### src/rtl/fence_t_sequencer.sv
// fence.t sequencer: turns an accepted commit request into a one-cycle flush vector,
// waits for the D-cache flush ack when selected, and pads to pad_cycles_i when FENCE_T_PAD_EN is defined.
module fence_t_sequencer #(
    parameter int unsigned PadWidth = 16
) (
    input  logic                clk_i,
    input  logic                rst_ni,
    input  logic                fence_t_valid_i,
    output logic                fence_t_ready_o,
    input  logic [9:0]          fence_t_sel_i,
    input  logic [PadWidth-1:0] pad_cycles_i,
    output logic [19:0]         fence_t_o,
    input  logic                flush_dcache_ack_i,
    output logic                halt_o,
    output logic                fence_t_done_o
);

    typedef enum logic [2:0] {
        IDLE,
        FLUSH,
        WAIT_ACK,
        PAD,
        DONE
    } state_e;

    state_e     state_q, state_d;
    logic [9:0] sel_q;
    logic       ack_seen_q, ack_seen_d;
    logic       accept;
    logic       ack_done;

    assign accept   = fence_t_valid_i && (state_q == IDLE);
    assign ack_done = ack_seen_q || flush_dcache_ack_i;

`ifdef FENCE_T_PAD_EN
    logic [PadWidth-1:0] pad_q;
    logic [PadWidth-1:0] elapsed_q;
    logic                pad_reached;
    logic                counting;

    assign pad_reached = (elapsed_q >= pad_q);
    assign counting    = (state_q == FLUSH) || (state_q == WAIT_ACK) || (state_q == PAD);

    always_ff @(posedge clk_i) begin
        if (!rst_ni) begin
            pad_q     <= '0;
            elapsed_q <= '0;
        end else if (accept) begin
            pad_q     <= pad_cycles_i;
            elapsed_q <= '0;
        end else if (counting && (elapsed_q != '1)) begin
            elapsed_q <= elapsed_q + 1'b1;
        end
    end
`else
    logic unused_pad;
    assign unused_pad = ^pad_cycles_i;
`endif

    always_comb begin
        state_d = state_q;
        case (state_q)
            IDLE: begin
                if (fence_t_valid_i) state_d = FLUSH;
            end
            FLUSH: begin
`ifdef FENCE_T_PAD_EN
                state_d = sel_q[4] ? WAIT_ACK : PAD;
`else
                state_d = sel_q[4] ? WAIT_ACK : DONE;
`endif
            end
            WAIT_ACK: begin
`ifdef FENCE_T_PAD_EN
                if (ack_done) state_d = PAD;
`else
                if (ack_done) state_d = DONE;
`endif
            end
`ifdef FENCE_T_PAD_EN
            PAD: begin
                if (pad_reached) state_d = DONE;
            end
`endif
            DONE: begin
                state_d = IDLE;
            end
            default: begin
                state_d = IDLE;
            end
        endcase
    end

    // Ack is only meaningful once the flush vector has been issued.
    always_comb begin
        ack_seen_d = ack_seen_q;
        if (accept) begin
            ack_seen_d = 1'b0;
        end else if (((state_q == FLUSH) || (state_q == WAIT_ACK)) && flush_dcache_ack_i) begin
            ack_seen_d = 1'b1;
        end
    end

    always_ff @(posedge clk_i) begin
        if (!rst_ni) begin
            state_q    <= IDLE;
            sel_q      <= '0;
            ack_seen_q <= 1'b0;
        end else begin
            state_q    <= state_d;
            ack_seen_q <= ack_seen_d;
            if (accept) sel_q <= fence_t_sel_i;
        end
    end

    always_comb begin
        fence_t_o       = '0;
        fence_t_ready_o = (state_q == IDLE);
        halt_o          = (state_q != IDLE);
        fence_t_done_o  = (state_q == DONE);
        if (state_q == FLUSH) fence_t_o = {10'b0, sel_q};
    end

endmodule

### config.mk
export PLATFORM = sky130hd
export DESIGN_NAME = fence_t_sequencer
export DESIGN_NICKNAME = d
export VERILOG_FILES = /design/src/rtl/fence_t_sequencer.sv
export SDC_FILE = /design/constraint.sdc
export NUM_CORES = 1
export LEC_CHECK = 0
export BUFFER_PORTS_ARGS = -buffer_cell sky130_fd_sc_hd__buf_2
export CORE_UTILIZATION = 40
export CTS_CLUSTER_SIZE = 25
export DETAILED_ROUTE_END_ITERATION = 7
export PLACE_DENSITY = 0.77
export SLEW_MARGIN = 20
export SYNTH_ARGS = -nofsm -noshare
export SYNTH_HDL_FRONTEND = slang
export SYNTH_SLANG_ARGS = --single-unit
### constraint.sdc
create_clock -name clk_i -period 1.2 [get_ports clk_i]
set_input_delay 0.12 -clock clk_i [delete_from_list [all_inputs] [get_ports clk_i]]
set_output_delay 0.12 -clock clk_i [all_outputs]
set_load 0.01 [all_outputs]
Word-level counts from Yosys, hierarchy flattened

Index checks and enable logic that the tools add are counted.

Multiplexer cells: 5
Eq/ne operators: 5
Reductions and logical operators: 8
Bitwise operators: 1

Operator list:

| cell                                                             | number |
|---|---|
| 10-bit two-way mux                                               | 1 |
| 3-bit two-way mux                                                | 3 |
| 3-bit case mux with 3 select lines                               | 1 |
| 2-bit != test (second input constant)                            | 2 |
| 3-bit by 1-bit == test with 1-bit output (second input constant) | 1 |
| 3-bit by 2-bit == test with 1-bit output (second input constant) | 1 |
| 3-bit == test (second input constant)                            | 1 |
| 3-bit zero test                                                  | 1 |
| 3-bit nonzero test                                               | 1 |
| 1-bit logical AND                                                | 2 |
| 1-bit logical OR                                                 | 2 |
| 2-bit AND reduction                                              | 1 |
| 2-bit OR reduction                                               | 1 |
| 1-bit inverter                                                   | 1 |

Flip-flop bits (word level): 14
Logic and storage cells: 22
Output and inout port bits: 23
Input bits: 30

Longest topological paths before layout

Depth after elaboration: 3
Depth in mapped cells: 5
Mapped depth without buffers: 3

Least setup slack after synthesis

No wires, ideal clock.

Kind: reg-to-output
Start point: register state_q[1]
End point: output port fence_t_o[0]
Buffers on the path: 2
Cell stages (with the launch flop): 6
Slack: 0.048 ns
Arrival: 1.032 ns
Path through: dfxtp_1 buf_2 inv_1 and3_2 clkbuf_1 and2_1

Cells in the longest elaborated chain, start to end: 2

Ends and longest elaborated chain:

| item                                     | RTL line | text |
|---|---|---|
| from (decl)                              | 26       | `state_e state_q, state_d;` |
| from (signal assigned)                   | 110      | `state_q <= state_d;` |
| 3-bit by 1-bit == test with 1-bit output | 121      | `if (state_q == FLUSH) fence_t_o = {10'b0, sel_q};` |
| 10-bit two-way mux                       | 121      |  |
| to (decl)                                | 12       | `output logic [19:0] fence_t_o,` |

Every way passes these cells.

Worst setup path in the final report

Start point: register state_q[1]
End point: output port fence_t_ready_o

Cells in the longest elaborated chain, start to end: 1

Ends and longest elaborated chain:

| item            | RTL line | text |
|---|---|---|
| 3-bit zero test | 118      | `fence_t_ready_o = (state_q == IDLE);` |
| to (decl)       | 9        | `output logic fence_t_ready_o,` |

Every way passes these cells.

==> reports/metrics.csv <==
stage;metric;value;unit
detailed_routing;first_pass_iters;4;
yosys;yosysTopAreaCell;dfxtp_1;
global_routing;grt_overflow_total;0;
yosys;seq_area_frac_synth;35.7;%
status;violations;setup timing;
die;dieArea;2140;um^2
critical_path;cp_max_fo;3;
yosys;syn_area;785;um^2
hold_path;min-delay-start;fence_t_sel_i[2];
critical_path;worstPathArrival;1.23;ns
die;rows;15;
yosys;synth_cells;90;
timing;finalClockSkew;0.0143;ns
timing;final.period_utilization;113;%
yosys;yosys_register_bits;14;
die;start_util;44.0;%
timing;period_needed;1.35;ns
cts;clockBufferDepth;2;
global_routing;grt_max_degree;25;
hold_path;hold_depth;3;
critical_path;end_kind;primary output;
critical_path;regToRegStartpoint;state_q[1]$_SDFFE_PN0P_;
critical_path;r2r_cells;6;
global_routing;antenna_found_initial;0;
critical_path;critical_path.startpoint_type;flip-flop;
power_and_ir_drop;leakage;0.512;nW
cts;clock_latency;0.29;ns
critical_path;crit_path_cell_trace;buf_6, or3_4, inv_2, buf_6;
yosys;yosysMostFrequentCell;dfxtp_1;
cts;cts-root-buf;clkbuf_4;
cells_and_area;instances_no_fill;148;
cts;clk_pin_slew;0.09;ns
critical_path;crit_buf_inv;3;
cts;holdBufCountCts;0;
die;core_area;1780;um^2
yosys;synth-main-ff-cell;dfxtp_1;
yosys;yosysWarnings;0;
critical_path;required;1.08;ns
timing;setup_violations;25;
status;outcome;complete, but fails checks;
yosys;synth_area_leaders;dfxtp_1 (36%), o21ai_2 (10%), buf_4 (9.6%);
detailed_routing;first_iter_violations;12;
placement;dp_hpwl;977;um
cells_and_area;drive_gt1_share;60.2;%
power_and_ir_drop;p_per_area;1000;nW/um^2
timing;rsz0062_at_grt;yes;
yosys;async_reset_ff_share;0;%
power_and_ir_drop;vdd_ir_drop_max;778;uV
die;die_x;46.3;um
critical_path;critical_path_class;reg2out;
yosys;netlist.area_leader.share;35.7;%
die;io_pins;53;
cts;cts_tree;yes;
cells_and_area;fin_nets;154;
critical_path;r2r_slack;-0.10;ns
detailed_routing;via_per_inst;4.65;
yosys;synth.avg_cell_area;8.72;um^2
cts;cts_htree_levels;1;
cells_and_area;synthToLayoutAreaGrowth;43.5;%
global_routing;grt.total_usage;16.8;%
hold_path;min_path_type;in2reg;
cells_and_area;nFillCells;153;
cells_and_area;final_util;63.2;%
critical_path;crit_top_cell;buf_6;
cells_and_area;diodes;0;
yosys;synthDistinctLibCells;25;
placement;place_congestion;0.747;
timing;timing_hold_violations_final;0;
die;fp.dieH;46.3;um
detailed_routing;ant_nets;0;
global_routing;grt_pass1_vias;554;
cts;clock_sinks;14;
yosys;synth.top_cells.by_count;dfxtp_1 (14), and2_1 (10), buf_4 (10), nand2_1 (10), nand3_1 (10);
detailed_routing;drc_errors;0;
yosys;synth_edf_count;0;
detailed_routing;drt-total-wl;1730;um
job;max_cap_violations;0;
timing;fin_ws;-0.155;ns
critical_path;worst_r2r_endpoint;sel_q[6]$_SDFFE_PN0P_;
placement;io_buffer_count;26;
timing;drv_slew;0;
cts;cts_made_buffers;3;
cells_and_area;seqCellArea;292;um^2
timing;fmax;738;MHz
timing;finalSetupTns;-2.40;ns
critical_path;critPathSlowestCell;dfxtp_4;
critical_path;path_delay_family;flip-flops;
placement;dp_cells;137;
hold_path;hold_end;sel_q[2]$_SDFFE_PN0P_;
critical_path;cpPeakStageDelay;0.36;ns
detailed_routing;avgRoutedWirePerCell;11.7;um
cells_and_area;multi_input_area;485;um^2
global_routing;grt_pass1_wl;2370;um
detailed_routing;vias;688;
## metrics by stage
step / power, mW / worst slack (ns) / hold slack, ns / area, um^2
after floorplan: 0.681 / 0.0477 / 0.250 / 818
after global placement: 0.704 / 0.0132 / 0.345 / 887
after detailed placement: 0.710 / -0.0230 / 0.353 / 887
after CTS: 1.07 / -0.151 / 0.0469 / 985
after global routing: 1.19 / -0.218 / 0.0243 / 1130
final: 1.13 / -0.155 / 0.0316 / 1130
## how the worst max path moves through the flow
stage | from | endpoint | slack [ns] | cells after the start
final | state_q[1]$_SDFFE_PN0P_ | fence_t_ready_o | -0.15 | 4
after global routing | state_q[1]$_SDFFE_PN0P_ | fence_t_ready_o | -0.22 | 4
after CTS | state_q[1]$_SDFFE_PN0P_ | fence_t_ready_o | -0.15 | 4
after detailed placement | state_q[0]$_SDFFE_PN0P_ | fence_t_o[7] | -0.02 | 3
after global placement | state_q[0]$_SDFFE_PN0P_ | fence_t_o[7] | 0.01 | 3
after floorplan | state_q[1]$_SDFFE_PN0P_ | fence_t_o[0] | 0.05 | 5
## cell usage in the layout, fill, tap and decap left out, types with 2 or more instances in the layout
| cell type | synthesis | routed |
|---|---|---|
| nand3_2 | 0 | 8 |
| and2_1 | 10 | 8 |
| nand2_1 | 10 | 10 |
| clkbuf_16 | 0 | 2 |
| dfxtp_1 | 14 | 11 |
| and3_4 | 0 | 2 |
| clkbuf_4 | 0 | 3 |
| conb_1 | 1 | 10 |
| buf_6 | 3 | 4 |
| o21ai_2 | 9 | 9 |
| buf_2 | 1 | 25 |
| inv_2 | 0 | 3 |
| buf_4 | 10 | 4 |
| a31oi_1 | 2 | 2 |
| and2_4 | 0 | 2 |
| dfxtp_4 | 0 | 3 |
## worst min-delay path: stages
cell	delay, ns
buf_2	0.08
nand3_2	0.05
o21ai_2	0.05
## power breakdown
part,switching [mW],internal [mW],leakage (nW)
clock network,0.162,0.185,0.0210
logic,0.134,0.138,0.374
registers,0.0217,0.491,0.117
## layer usage
metal	share of wire, %	wire length, um	up-vias	GRT usage, %
li1	-	-	347	-
met1	41	715	311	16.8
met2	51	887	25	27.6
met3	5.4	93	5	7.45
met4	2.1	37	0	11.8
met5	0	0	-	0
## kinds of logic (layout without fill, tap and decap cells)
group / count (synthesis) / in the layout / share of synthesized area [%]
xor gates and xnor gates: 1 / 1 / 1.12
buffers and inverters: 20 / 43 / 18.7
AOI/OAI and AO/OA: 14 / 14 / 13.7
other: 1 / 10 / 0.478
DFF: 14 / 14 / 35.7
and+or+nand+nor: 40 / 41 / 30.3
## layout make-up
class                   instances  area share, %
clock buffers                   4           3.22
inverters                       3           1.00
multi-input cells              66           43.1
flip-flops and latches         14           25.9
well taps                      25           2.78
repair buffers                 36           24.0
## sequential cells by signal (all words and copies together), names as in the netlist
signal / cells
sel_q: 10
state_q: 3
ack_seen_q: 1
## timing repair
action                                  in CTS  in global routing
buffers inserted                             2                  2
pin swaps                                    0                  2
gates cloned                                 1                  2
endpoints found under the setup margin      19                 26
hold endpoints to repair                     0                  0
resized for setup                           14                 18
No activity file was read; power rests on OpenSTA's default activity.
